===== config.mk =====
export PLATFORM = sky130hd
export DESIGN_NAME = write_back_unit
export DESIGN_NICKNAME = d
export VERILOG_FILES = /design/src/rtl/wb_pkg.sv /design/src/rtl/load_byte_extractor.sv /design/src/rtl/write_back_unit.sv
export SDC_FILE = /design/constraint.sdc
export NUM_CORES = 1
export LEC_CHECK = 0
export CORE_AREA = 4 4 212 214
export DETAILED_ROUTE_END_ITERATION = 10
export DIE_AREA = 0 0 216 218
export GPL_TIMING_DRIVEN = 0
export HOLD_SLACK_MARGIN = 0.05
export PLACE_DENSITY = 0.9
export SYNTH_ARGS = -nofsm -noshare
export SYNTH_HDL_FRONTEND = slang
export SYNTH_HIERARCHICAL = 1
export SYNTH_SLANG_ARGS = --single-unit

===== constraint.sdc =====
create_clock -name Clk -period 9.01 [get_ports Clk]
set_input_delay 1.802 -clock Clk [delete_from_list [all_inputs] [get_ports Clk]]
set_output_delay 1.802 -clock Clk [all_outputs]
set_load 0.1 [all_outputs]

===== src/rtl/wb_pkg.sv =====
// rtl/wb_pkg.sv - shared types and constants for the MIPS write-back stage
package wb_pkg;

  typedef logic [63:0] hilo_t;

  localparam hilo_t RESET_HILO = 64'h0;

  localparam logic [1:0] SEL_HILO = 2'd0;
  localparam logic [1:0] SEL_BYTE = 2'd1;
  localparam logic [1:0] SEL_MEM  = 2'd2;
  localparam logic [1:0] SEL_ALU  = 2'd3;

  typedef struct packed {
    logic [31:0] alu_result;
    logic [31:0] mem_read_data;
    hilo_t       product;
    logic [31:0] rt_value;
    logic [4:0]  dest_register;
    logic [1:0]  byte_offset;
    logic        reg_write;
    logic        mem_to_reg;
    logic        hi_write;
    logic        lo_write;
    logic        madd;
    logic        msub;
    logic        hi_or_lo;
    logic        hi_to_reg;
    logic        dont_move;
    logic        move_on_not_zero;
    logic        lb;
    logic        load_extended;
  } wb_reg_t;

  // Priority: HI/LO read, then byte load, then word load, then ALU.
  function automatic logic [1:0] wb_select(input logic hi_to_reg,
                                           input logic mem_to_reg,
                                           input logic lb);
    if (hi_to_reg)             return SEL_HILO;
    else if (mem_to_reg && lb) return SEL_BYTE;
    else if (mem_to_reg)       return SEL_MEM;
    else                       return SEL_ALU;
  endfunction

endpackage


===== src/rtl/load_byte_extractor.sv =====
// rtl/load_byte_extractor.sv - picks one byte of a word and sign/zero-extends it
module load_byte_extractor (
  input  logic [31:0] word,
  input  logic [1:0]  offset,
  input  logic        sign_extend,
  output logic [31:0] result
);

  logic [7:0] byte_sel;

  always_comb begin
    byte_sel = word[{offset, 3'b000} +: 8];
    result   = sign_extend ? {{24{byte_sel[7]}}, byte_sel} : {24'h0, byte_sel};
  end

endmodule


===== src/rtl/write_back_unit.sv =====
// rtl/write_back_unit.sv - MEM/WB register, write-port drive, HI/LO and commit counter
module write_back_unit
  import wb_pkg::*;
(
  input  logic        Clk,
  input  logic        Reset,
  input  logic        InValid,
  input  logic        Stall,
  input  logic        Flush,
  input  logic [31:0] ALUResult,
  input  logic [31:0] MemReadData,
  input  logic [63:0] Product,
  input  logic [31:0] RtValue,
  input  logic [4:0]  DestRegister,
  input  logic [1:0]  ByteOffset,
  input  logic        RegWrite,
  input  logic        MemToReg,
  input  logic        HiWrite,
  input  logic        LoWrite,
  input  logic        Madd,
  input  logic        Msub,
  input  logic        HiOrLo,
  input  logic        HiToReg,
  input  logic        DontMove,
  input  logic        MoveOnNotZero,
  input  logic        Lb,
  input  logic        LoadExtended,
  output logic [4:0]  WriteRegister,
  output logic [31:0] WriteData,
  output logic        RegWriteIn,
  output logic        Move,
  output logic [31:0] Hi,
  output logic [31:0] Lo,
  output logic [31:0] RetiredCount
);

  wb_reg_t     wb_q;
  wb_reg_t     capture;
  logic        valid;
  logic        committed;
  hilo_t       hilo;
  hilo_t       hilo_next;
  logic        commit;
  logic [31:0] byte_data;
  logic [31:0] retired;

  assign capture = '{
    alu_result:       ALUResult,
    mem_read_data:    MemReadData,
    product:          Product,
    rt_value:         RtValue,
    dest_register:    DestRegister,
    byte_offset:      ByteOffset,
    reg_write:        RegWrite,
    mem_to_reg:       MemToReg,
    hi_write:         HiWrite,
    lo_write:         LoWrite,
    madd:             Madd,
    msub:             Msub,
    hi_or_lo:         HiOrLo,
    hi_to_reg:        HiToReg,
    dont_move:        DontMove,
    move_on_not_zero: MoveOnNotZero,
    lb:               Lb,
    load_extended:    LoadExtended
  };

  load_byte_extractor u_lbx (
    .word        (wb_q.mem_read_data),
    .offset      (wb_q.byte_offset),
    .sign_extend (wb_q.load_extended),
    .result      (byte_data)
  );

  // A stalled instruction commits on its first edge only; committed blocks repeats.
  assign commit = valid & ~committed;

  always_comb begin
    hilo_next = hilo;
    if (wb_q.madd)                          hilo_next = hilo + wb_q.product;
    else if (wb_q.msub)                     hilo_next = hilo - wb_q.product;
    else if (wb_q.hi_write && wb_q.lo_write) hilo_next = wb_q.product;
    else if (wb_q.hi_write)                 hilo_next = {wb_q.alu_result, hilo[31:0]};
    else if (wb_q.lo_write)                 hilo_next = {hilo[63:32], wb_q.alu_result};
  end

  always_ff @(posedge Clk or posedge Reset) begin
    if (Reset) begin
      wb_q      <= '0;
      valid     <= 1'b0;
      committed <= 1'b0;
      hilo      <= RESET_HILO;
      retired   <= 32'h0;
    end else begin
      if (commit) begin
        hilo    <= hilo_next;
        retired <= retired + 32'h1;
      end
      if (!Stall) begin
        wb_q      <= capture;
        valid     <= InValid & ~Flush;
        committed <= 1'b0;
      end else begin
        committed <= valid;
      end
    end
  end

  always_comb begin
    WriteData = wb_q.alu_result;
    unique case (wb_select(wb_q.hi_to_reg, wb_q.mem_to_reg, wb_q.lb))
      SEL_HILO: WriteData = wb_q.hi_or_lo ? hilo[63:32] : hilo[31:0];
      SEL_BYTE: WriteData = byte_data;
      SEL_MEM:  WriteData = wb_q.mem_read_data;
      SEL_ALU:  WriteData = wb_q.alu_result;
      default:  WriteData = wb_q.alu_result;
    endcase
  end

  always_comb begin
    Move = 1'b0;
    if (valid) begin
      if (wb_q.dont_move)             Move = 1'b1;
      else if (wb_q.move_on_not_zero) Move = (wb_q.rt_value != 32'h0);
      else                            Move = (wb_q.rt_value == 32'h0);
    end
  end

  assign WriteRegister = wb_q.dest_register;
  assign RegWriteIn    = valid & wb_q.reg_write;
  assign Hi            = hilo[63:32];
  assign Lo            = hilo[31:0];
  assign RetiredCount  = retired;

endmodule


# --- Yosys cells after proc, flatten, opt, wreduce, memory -nomap -nowiden ---
# Index checks and enable logic that the tools add are counted.
word_totals:
  regBits: 277
  input_bits: 184
  word_cells: 60
  output_inout_bits: 135
op_classes:
  mux: 15
  n_reduce_logical: 9
  shifts: 1
  eq_ne: 4
  addsub: 3
  n_bitwise: 5
ops:
  columns: ["op", "count"]
  rows:
  - ["two-way mux 64 bit", 4]
  - ["case mux 32 bit (4 select lines)", 1]
  - ["two-way mux 32 bit", 3]
  - ["adder 64 bit", 1]
  - ["subtractor 64 bit", 1]
  - ["adder 32 x 1 -> 32 bit (second input constant)", 1]
  - ["zero test 32 bit", 1]
  - ["nonzero test 32 bit", 1]
  - ["indexed part select 32 x 6 -> 8 bit", 1]
  - ["nonzero test 4 bit", 2]
  - ["two-way mux 1 bit", 5]
  - ["== test 2 bit (second input constant)", 2]
  - ["two-way mux 2 bit", 2]
  - ["!= test 4 x 3 -> 1 bit (second input constant)", 1]
  - ["AND 1 bit", 3]
  - ["AND reduction 3 bit", 1]
  - ["== test 2 x 1 -> 1 bit (second input constant)", 1]
  - ["logical AND 1 bit", 2]
  - ["zero test 2 bit", 1]
  - ["inverter 1 bit", 2]
  - ["AND reduction 2 bit", 1]

# --- Logic depth before layout (Yosys ltp) ---
# Gate-level depths: netlist of run 1.
depth:
  ltp_word: 5
  ltp_mapped: 15
  ltp_nobuf: 15

# --- Modules after synthesis ---
# The synthesis of run 1 kept the hierarchy.
by_module_without_submodules:
  columns: ["mod", "cells_per_inst", "instances", "area_per_inst_um2", "seq_area_each_um2"]
  rows:
  - ["write_back_unit", 2436, 1, 21247.9, 6931.6]
  - ["load_byte_extractor", 34, 1, 400.4, 0.0]

# --- Worst setup path before layout of run 1 ---
# OpenSTA, ideal clock, no wires.
synth_path:
  path_kind: "register to output"
  start: "register wb_q[12] (netlist name)"
  end: "output WriteData[10]"
  path_slack_ps: 3952
  t_required_ps: 7208
  path_buffers: 2
  stages_incl_launch_ff: 9
  arrival_time_ps: 3256
  path_cell_list: "dfrtp_1 -> buf_6 -> mux4_2 -> and2_1 -> buf_4 -> mux2i_1 -> a21oi_1 -> nor2_1 -> a21oi_1"
synth_between:
  elab_chain_cells: 3
synth_lines:
  columns: ["item", "line_no", "source"]
  rows:
  - ["from (decl)", "write_back_unit.sv:37", "wb_reg_t wb_q;"]
  - ["from (signal assigned)", "write_back_unit.sv:100", "wb_q <= capture;"]
  - ["indexed part select 32 x 6 -> 8 bit", "load_byte_extractor.sv:12", "byte_sel = word[{offset, 3'b000} +: 8];"]
  - ["two-way mux 32 bit", "load_byte_extractor.sv:13", "result = sign_extend ? {{24{byte_sel[7]}}, byte_sel} : {24'h0, byte_sel};"]
  - ["named net byte_data[10]", "write_back_unit.sv:44", "logic [31:0] byte_data;"]
  - ["case mux 32 bit (4 select lines)", "write_back_unit.sv:111", "unique case (wb_select(wb_q.hi_to_reg, wb_q.mem_to_reg, wb_q.lb))"]
  - ["to (decl)", "write_back_unit.sv:29", "output logic [31:0] WriteData,"]
# The timed path passes the listed nets, and every way through them passes these cells.

# --- Worst setup path after layout of run 1 ---
layout_path:
  start: "register wb_q[13] (netlist name)"
  end: "output WriteData[29]"
# Same word-level chain as after synthesis.

==> PnR_summary.wiki, run 1 <==
{| class="wikitable"
! Metric !! Value
|-
| Status || finished with violations
|-
| Violated checks || capacitance limit
|-
| Rows || 76
|-
| Worst reg2reg path startpoint || hilo[4]
|-
| Clock tree from TritonCTS || yes
|-
| Placement Setup Slack || 3320 ps
|-
| Final net count || 3144
|-
| Maximum clock rate || 153 MHz
|-
| Top-level I/O count || 319
|-
| Starting utilization of the core area || 50.5%
|-
| Most common flop cell mapped by yosys || sky130_fd_sc_hd__dfrtp_1
|-
| Proportion of synthesized chip area in sequential cells || 32.0%
|-
| Count of cells along the worst register-to-register path || 14
|-
| Yosys Warn Count || 6
|-
| Final ANT Viol Nets || 0
|-
| Cell with the most instances on the worst path || sky130_fd_sc_hd__a21oi_1
|-
| Worst clock skew || 19.0 ps
|-
| Post-DR vias/cell || 6.62
|-
| Total routing usage reported by global routing || 40.9%
|-
| Crit path launch || wb_q[13]
|-
| Clock period minus final worst setup slack || 6530 ps
|-
| Internal reg-to-reg setup slack || 4320 ps
|-
| Sort of element at the end of the critical path || output port
|-
| CP Launch Type || flop
|-
| Proportion of layout cells with a drive suffix above 1 || 12.4%
|-
| Number of buffers created by CTS || 35
|-
| Drt first pass iters || 6
|-
| Largest cells by area after synthesis || sky130_fd_sc_hd__dfrtp_1 (32%), sky130_fd_sc_hd__mux2_2 (9.9%), sky130_fd_sc_hd__ha_1 (7.3%)
|-
| Max-slew violation total from the final report || 0
|-
| Core ar. || 42900 um2
|-
| Average detailed-routed wire length per instance || 29.2 um
|-
| Cell count after synthesis || 2470
|-
| Reg2reg end || hilo[62]
|-
| First-pass GRT wire length || 146000 um
|-
| Synth-to-layout area growth || 24.3%
|-
| Sink count of the clock tree || 277
|-
| Post-synthesis net count || 2783
|-
| Maximum level of the CTS H-tree || 2
|-
| Pleak || 11.5 nW
|-
| Flops & latches, synth || 277
|-
| EDFF count, synth || 0
|-
| Clock latency reported for the late side of the worst-skew pair || 570 ps
|-
| Initial antenna violation count || 6
|-
| Root cell of the clock tree || sky130_fd_sc_hd__clkbuf_16
|-
| Asr flop ratio synth || 100%
|-
| Setup repair after global routing missed its margin || no
|-
| Worst slew pin tran || 1490 ps
|-
| Post-cts repair resize count || 0
|-
| Number of global-route vias before repair || 22100
|-
| Total Die Area || 47100 um2
|-
| Number of failing setup endpoints in the final timing report || 0
|-
| Share of Yosys cell area claimed by the top area cell type || 32.0%
|-
| Worst setup path class || reg2out
|-
| Classification of the worst-slack hold path || reg2reg
|-
| Number of distinct library cell variants in the gate-level netlist after synthesis || 88
|-
| Post-route setup slack || 2480 ps
|-
| WP data arrival || 4730 ps
|-
| Post-cts hold buffer count || 0
|-
| Synthesized area divided by synthesized cell count || 8.76 um2
|-
| Pin count of the biggest net entering global routing || 45
|-
| DRC violation total after the first TritonRoute iteration || 3021
|-
| Number of maximum-capacitance constraint violations || 1
|-
| Final Hold Viols || 0
|-
| Die Width || 216 um
|-
| Delay of the slowest cell on the worst path || 1240 ps
|-
| Post-synthesis cell type with the largest combined area || sky130_fd_sc_hd__dfrtp_1
|-
| Endpoint required time on the critical path || 7210 ps
|-
| Fill cell instance count of the final layout || 3595
|-
| Total power per unit cell area || 378 nW/um2
|-
| Height of the chip || 218 um
|-
| Highest fanout seen on the critical path || 24
|-
| GP Congestion || 1.04
|-
| Synthesized cell area || 21600 um2
|-
| Total area of sequential cells || 6930 um2
|-
| GR Overflow Total || 0
|-
| Total negative slack for setup checks || 0 ps
|-
| Area of the multi-input gates || 13300 um2
|-
| Worst voltage drop across the vdd grid || 0.000264 V
|-
| Vias || 22800
|-
| Final worst-path cycle share || 72.5%
|-
| Crit path capture || WriteData[29]
|-
| Critical path, cell by cell || clkbuf_1, mux4_2, and2_1, buf_4, mux2i_1, a21oi_1, nor2_1, a21oi_1, clkdlybuf4s50_1
|-
| Number of buffers inserted by port buffering || 317
|-
| Drc violations || 0
|-
| Post-CTS Setup Inserts || 0
|-
| Buffer levels on the longest clock path || 3
|-
| Cell type of the slowest stage on the worst timing path || sky130_fd_sc_hd__clkdlybuf4s50_1
|-
| HPWL after detailed placement || 77000 um
|-
| Total wire length after detailed routing || 100000 um
|-
| Max-slew headroom at the worst pin || 0.585%
|-
| Clock-pin slew on the worst setup and hold paths || 70 ps
|}
==> synth_stat cells, drive strengths merged (12+ instances only) <==
library cell and instances:
ha 127, nand2 133, a211oi 44, a21oi 304
dfrtp 277, o31ai 43, a31oi 18, o21ai 113
nand2b 13, a21o 24, o221ai 12, nor3 34
nand4 33, xor2 21, nor4 35, mux2i 95
and3 35, xnor2 92, nor2b 18, nor2 242
inv 132, mux2 190, buf 73, o21bai 47
clkbuf 111, nand3 36, o22ai 20
==> kinds of logic (layout without fill, tap and decap cells) <==
kind of cell / Yosys count / in the layout / share of synthesized area, %
AO/OA/AOI/OAI: 724 / 724 / 21.1
AND/OR/NAND/NOR: 614 / 614 / 13.2
buffers and inverters: 320 / 705 / 6.35
multiplexers: 293 / 293 / 15.2
flip-flops: 277 / 277 / 32.0
adder cells (fa/ha/maj): 129 / 129 / 7.53
XOR/XNOR: 113 / 113 / 4.57
other: 0 / 6 / 0
==> flip-flops by register name, indices dropped and copies added (netlist names) <==
register and cells:
hilo 64, committed 1, wb_q 174, WriteRegister 5, valid 1, RetiredCount 32
==> metrics by stage <==
| stage | total power [mW] | std cells | cell area, um2 | hold WS, ps | utilization, % |
|---|---|---|---|---|---|
| 2_1_floorplan | 6.37 | 2470 | 21700 | 471 | - |
| 3_3_place_gp | 8.34 | 3372 | 25600 | 456 | 59.6 |
| 3_5_place_dp | 8.39 | 3379 | 25700 | 462 | 59.9 |
| 4_1_cts | 9.94 | 3440 | 26900 | 476 | 62.7 |
| 5_1_grt | 10.5 | 3441 | 26900 | 505 | 62.7 |
| 6_report | 10.2 | 3446 | 26900 | 475 | 62.7 |
==> worst min-delay path by stage <==
stage	startpoint	endpoint	slack [ps]	cells after the start
floorplan	wb_q[0]	wb_q[0]	470	1
global placement	RetiredCount[31]	RetiredCount[31]	460	1
detailed placement	RetiredCount[31]	RetiredCount[31]	460	1
CTS	RetiredCount[31]	RetiredCount[31]	480	1
global route	RetiredCount[31]	RetiredCount[31]	500	1
finish	RetiredCount[31]	RetiredCount[31]	480	1
==> where the power goes <==
part	switching (mW)	leakage (nW)	total, mW	internal, mW
Combinational	4.58	7.61	6.57	1.99
Clock	0.636	0.576	1.51	0.877
Sequential	0.618	3.33	2.09	1.47
Total	5.84	11.5	10.2	4.33
==> per-layer routing <==
| metal | vias to the layer above | global-route usage (%) | share of wire [%] |
|---|---|---|---|
| li1 | 9644 | - | - |
| met1 | 11000 | 52.4 | 38 |
| met2 | 1735 | 62.3 | 43 |
| met3 | 447 | 12.4 | 13 |
| met4 | 2 | 22.1 | 6.6 |
| met5 | - | 0 | 0.015 |
==> critical path, delay by kind of cell, from the launching register on <==
family | cells | cell delay, ps
mux | 2 | 490
simple gates | 2 | 770
buf+inv | 3 | 1910
flops | 1 | 350
compound gates | 2 | 640
==> final cells by class <==
cell class              count  share of cell area [%]
diodes                      6                  0.0558
multi-input cells        1873                    49.6
clock buffers              44                    3.53
flip-flops and latches    277                    25.8
well taps                 585                    2.72
clock inverters            17                   0.884
plain buffers             184                    3.20
inverters                 136                    1.92
repair buffers            324                    12.3
==> placed cells by master, fill, tap and decap left out, drive strengths merged, types with 12 or more instances in the layout <==
| cell type | count |
|---|---|
| nand3 | 36 |
| o21ai | 113 |
| nor4 | 35 |
| and3 | 35 |
| a21oi | 304 |
| dfrtp | 277 |
| o22ai | 20 |
| o31ai | 43 |
| a21o | 24 |
| clkbuf | 155 |
| nand2 | 133 |
| o221ai | 12 |
| xnor2 | 92 |
| nor2 | 242 |
| mux2i | 95 |
| nand4 | 33 |
| inv | 137 |
| nor2b | 18 |
| a31oi | 18 |
| a211oi | 44 |
| nand2b | 13 |
| clkdlybuf4s50 | 317 |
| nor3 | 34 |
| mux2 | 190 |
| xor2 | 21 |
| buf | 80 |
| o21bai | 47 |
| ha | 127 |
Note: power is estimated with default switching activity, not from simulation.
==> run 2: changes to the inputs <==
==> constraint.sdc (replaced) <==
create_clock -name Clk -period 5.4 [get_ports Clk]
set_input_delay 1.08 -clock Clk [delete_from_list [all_inputs] [get_ports Clk]]
set_output_delay 1.08 -clock Clk [all_outputs]
set_load 0.1 [all_outputs]
==> run 2 against run 1 <==
Compared with the run above:
- the run ends with capacitance limit, slew limit left
- die area stayed put
- cell area hardly changed
- sequential cell count stayed put
- largest cell class unchanged
- worst setup slack worse by 2400 ps
- critical path depth stayed put
- clock power is 67% higher
- sequential share of layout area hardly changed
- non-clock buffer count stayed put
- count of clock-buffer cells in the layout stayed put
==> PnR_summary.wiki, run 2 (synthesis gave the netlist of run 1 again) <==
{| class="wikitable"
! Metric !! Value
|-
| Status || finished with violations (unchanged)
|-
| Violated checks || capacitance limit, slew limit (was capacitance limit)
|-
| Crit path launch || wb_q[13] (unchanged)
|-
| Final ANT Viol Nets || 0 (unchanged)
|-
| Worst setup path class || reg2out (unchanged)
|-
| Worst slew pin tran || 1580 ps (was 1490 ps)
|-
| Top-level I/O count || 319 (unchanged)
|-
| DRC violation total after the first TritonRoute iteration || 3074 (was 3021)
|-
| Total negative slack for setup checks || 0 ps (unchanged)
|-
| Average detailed-routed wire length per instance || 29.1 um (was 29.2 um)
|-
| Sink count of the clock tree || 277 (unchanged)
|-
| Vias || 22900 (was 22800)
|-
| Flip-flop count of the largest register, all copies and words added || 174 (unchanged)
|-
| Pin count of the biggest net entering global routing || 45 (unchanged)
|-
| Clock period minus final worst setup slack || 5310 ps
|-
| Clock latency reported for the late side of the worst-skew pair || 570 ps (about the same)
|-
| Synth-to-layout area growth || 24.2% (was 24.3%)
|-
| Final Hold Viols || 0 (unchanged)
|-
| Die Width || 216 um (unchanged)
|-
| Post-route core utilization || 62.7% (about the same)
|-
| Min-Delay Startpoint || RetiredCount[31] (unchanged)
|-
| Worst reg2reg path startpoint || hilo[4] (unchanged)
|-
| Starting utilization of the core area || 50.5% (unchanged)
|-
| Maximum level of the CTS H-tree || 2 (unchanged)
|-
| Buffer levels on the longest clock path || 3 (unchanged)
|-
| Worst clock skew || 19.4 ps (was 19.0 ps)
|-
| Total wire length after detailed routing || 100000 um (about the same)
|-
| Area after DPL || 25700 um2 (unchanged)
|-
| Leading cell type in the layout, fill and taps excluded || sky130_fd_sc_hd__a21oi_1 (was sky130_fd_sc_hd__clkdlybuf4s50_1)
|-
| Pleak || 11.6 nW (was 11.5 nW)
|-
| Root cell of the clock tree || sky130_fd_sc_hd__clkbuf_16 (unchanged)
|-
| Number of buffers inserted by port buffering || 317 (unchanged)
|-
| Drt first pass iters || 6 (unchanged)
|-
| Worst voltage drop across the vdd grid || 0.000412 V (was 0.000264 V)
|-
| Height of the chip || 218 um (unchanged)
|-
| Final net count || 3144 (unchanged)
|-
| Sort of element at the end of the critical path || output port (unchanged)
|-
| Max-slew headroom at the worst pin || -5.22% (was 0.585%)
|-
| Final worst-path cycle share || 98.3%
|-
| Setup repair after global routing missed its margin || no (unchanged)
|-
| Total power per unit cell area || 630 nW/um2 (was 378 nW/um2)
|-
| GR Overflow Total || 0 (unchanged)
|-
| WP data arrival || 4230 ps (was 4730 ps)
|-
| GP Congestion || 1.04 (unchanged)
|-
| Endpoint required time on the critical path || 4320 ps (was 7210 ps)
|-
| First-pass GRT wire length || 146000 um (unchanged)
|-
| Top library cells by usage in the layout, fill and taps aside || sky130_fd_sc_hd__a21oi_1 (300), sky130_fd_sc_hd__clkdlybuf4s50_1 (293), sky130_fd_sc_hd__dfrtp_1 (277) (was sky130_fd_sc_hd__clkdlybuf4s50_1 (317), sky130_fd_sc_hd__a21oi_1 (300), sky130_fd_sc_hd__dfrtp_1 (277))
|-
| Core ar. || 42900 um2 (unchanged)
|-
| Classification of the worst-slack hold path || reg2reg (unchanged)
|-
| Highest fanout seen on the critical path || 24 (unchanged)
|-
| Number of buffers created by CTS || 35 (unchanged)
|-
| Internal reg-to-reg setup slack || 740 ps (was 4320 ps)
|-
| Maximum clock rate || 188 MHz
|-
| Largest register by flop count || wb_q (unchanged)
|-
| Total Die Area || 47100 um2 (unchanged)
|-
| Clock tree from TritonCTS || yes (unchanged)
|-
| Number of global-route vias before repair || 22100 (unchanged)
|-
| Non-Filler Cell Area, Final || 26900 um2 (about the same)
|-
| Drc violations || 0 (unchanged)
|-
| Number of maximum-capacitance constraint violations || 1 (unchanged)
|-
| Initial antenna violation count || 7 (was 6)
|-
| Total routing usage reported by global routing || 40.9% (unchanged)
|-
| Max-slew violation total from the final report || 12 (was 0)
|-
| HPWL after detailed placement || 77000 um (unchanged)
|-
| Rows || 76 (unchanged)
|-
| Post-cts hold buffer count || 0 (unchanged)
|-
| Overall power of the completed layout || 16.9 mW (was 10.2 mW)
|-
| Clock-pin slew on the worst setup and hold paths || 70 ps (about the same)
|-
| Proportion of layout cells with a drive suffix above 1 || 12.5% (was 12.4%)
|-
| Post-DR vias/cell || 6.64 (was 6.62)
|-
| Number of failing setup endpoints in the final timing report || 0 (unchanged)
|-
| CP Launch Type || flop (unchanged)
|}
==> run 2: cell count changes in the layout (fill, tap and decap cells not counted), sizes merged <==
cell,delta
dlymetal6s2s,+11
clkdlybuf4s50,-24
diode,+1
dlygate4sd2,+8
clkbuf,+5
==> run 2: path summary, 6_finish.rpt <==
path                                    end  cells past startpoint
min                        RetiredCount[31]                      1
min reg2reg                RetiredCount[31]                      1
max in group asynchronous          hilo[51]                      5
max reg2reg                        hilo[62]                     14
max                           WriteData[22]                      9
min in group asynchronous         wb_q[156]                      2
==> run 2: what timing repair did <==
item,CTS,global route
cloned,0,0
endpoints found under the hold margin,0,0
resized for setup,13,21
setup buffers,0,0
setup endpoints to repair,13,16
pin swaps,0,0
==> run 2: final cells by class <==
cell class / instances / area, um2
Antenna cell: 7 / 17.5
Buffer: 184 / 862
Clock buffer: 44 / 950
Clock inverter: 17 / 238
Fill cell: 3600 / 16000
Inverter: 136 / 515
Multi-Input combinational cell: 1873 / 13300
Sequential cell: 277 / 6930
Tap cell: 585 / 732
Timing Repair Buffer: 324 / 3310
==> run 2: power breakdown <==
group / switching (mW) / internal [mW]
logic: 7.64 / 3.29
registers: 1.03 / 2.45
clock network: 1.06 / 1.46
==> run 2: worst max-delay path: stages, from the launching register on <==
cell and delay, ps:
sky130_fd_sc_hd__dfrtp_1 350, sky130_fd_sc_hd__clkbuf_1 430, sky130_fd_sc_hd__mux4_2 330, sky130_fd_sc_hd__and2_1 680, sky130_fd_sc_hd__buf_4 230, sky130_fd_sc_hd__mux2i_1 110, sky130_fd_sc_hd__a21oi_1 190, sky130_fd_sc_hd__nor2_1 80
sky130_fd_sc_hd__a21oi_1 350, sky130_fd_sc_hd__dlygate4sd2_1 910
==> run 2: layer usage <==
metal	wire [um]	global-route usage, %	part of all wire [%]	up-vias
li1	-	-	-	9626
met1	37600	52.4	37	11000
met2	42800	62.3	43	1756
met3	13200	12.4	13	453
met4	6800	22.1	6.8	6
met5	73	0	0.073	-
==> run 2: metrics by stage <==
step	setup slack, ps	instances	hold WS (ps)
floorplan	655	2470	471
detailed placement	428	3379	462
global route	16.1	3441	505
CTS	7.27	3440	476
finish	89.8	3447	475
global placement	-1260	3372	456
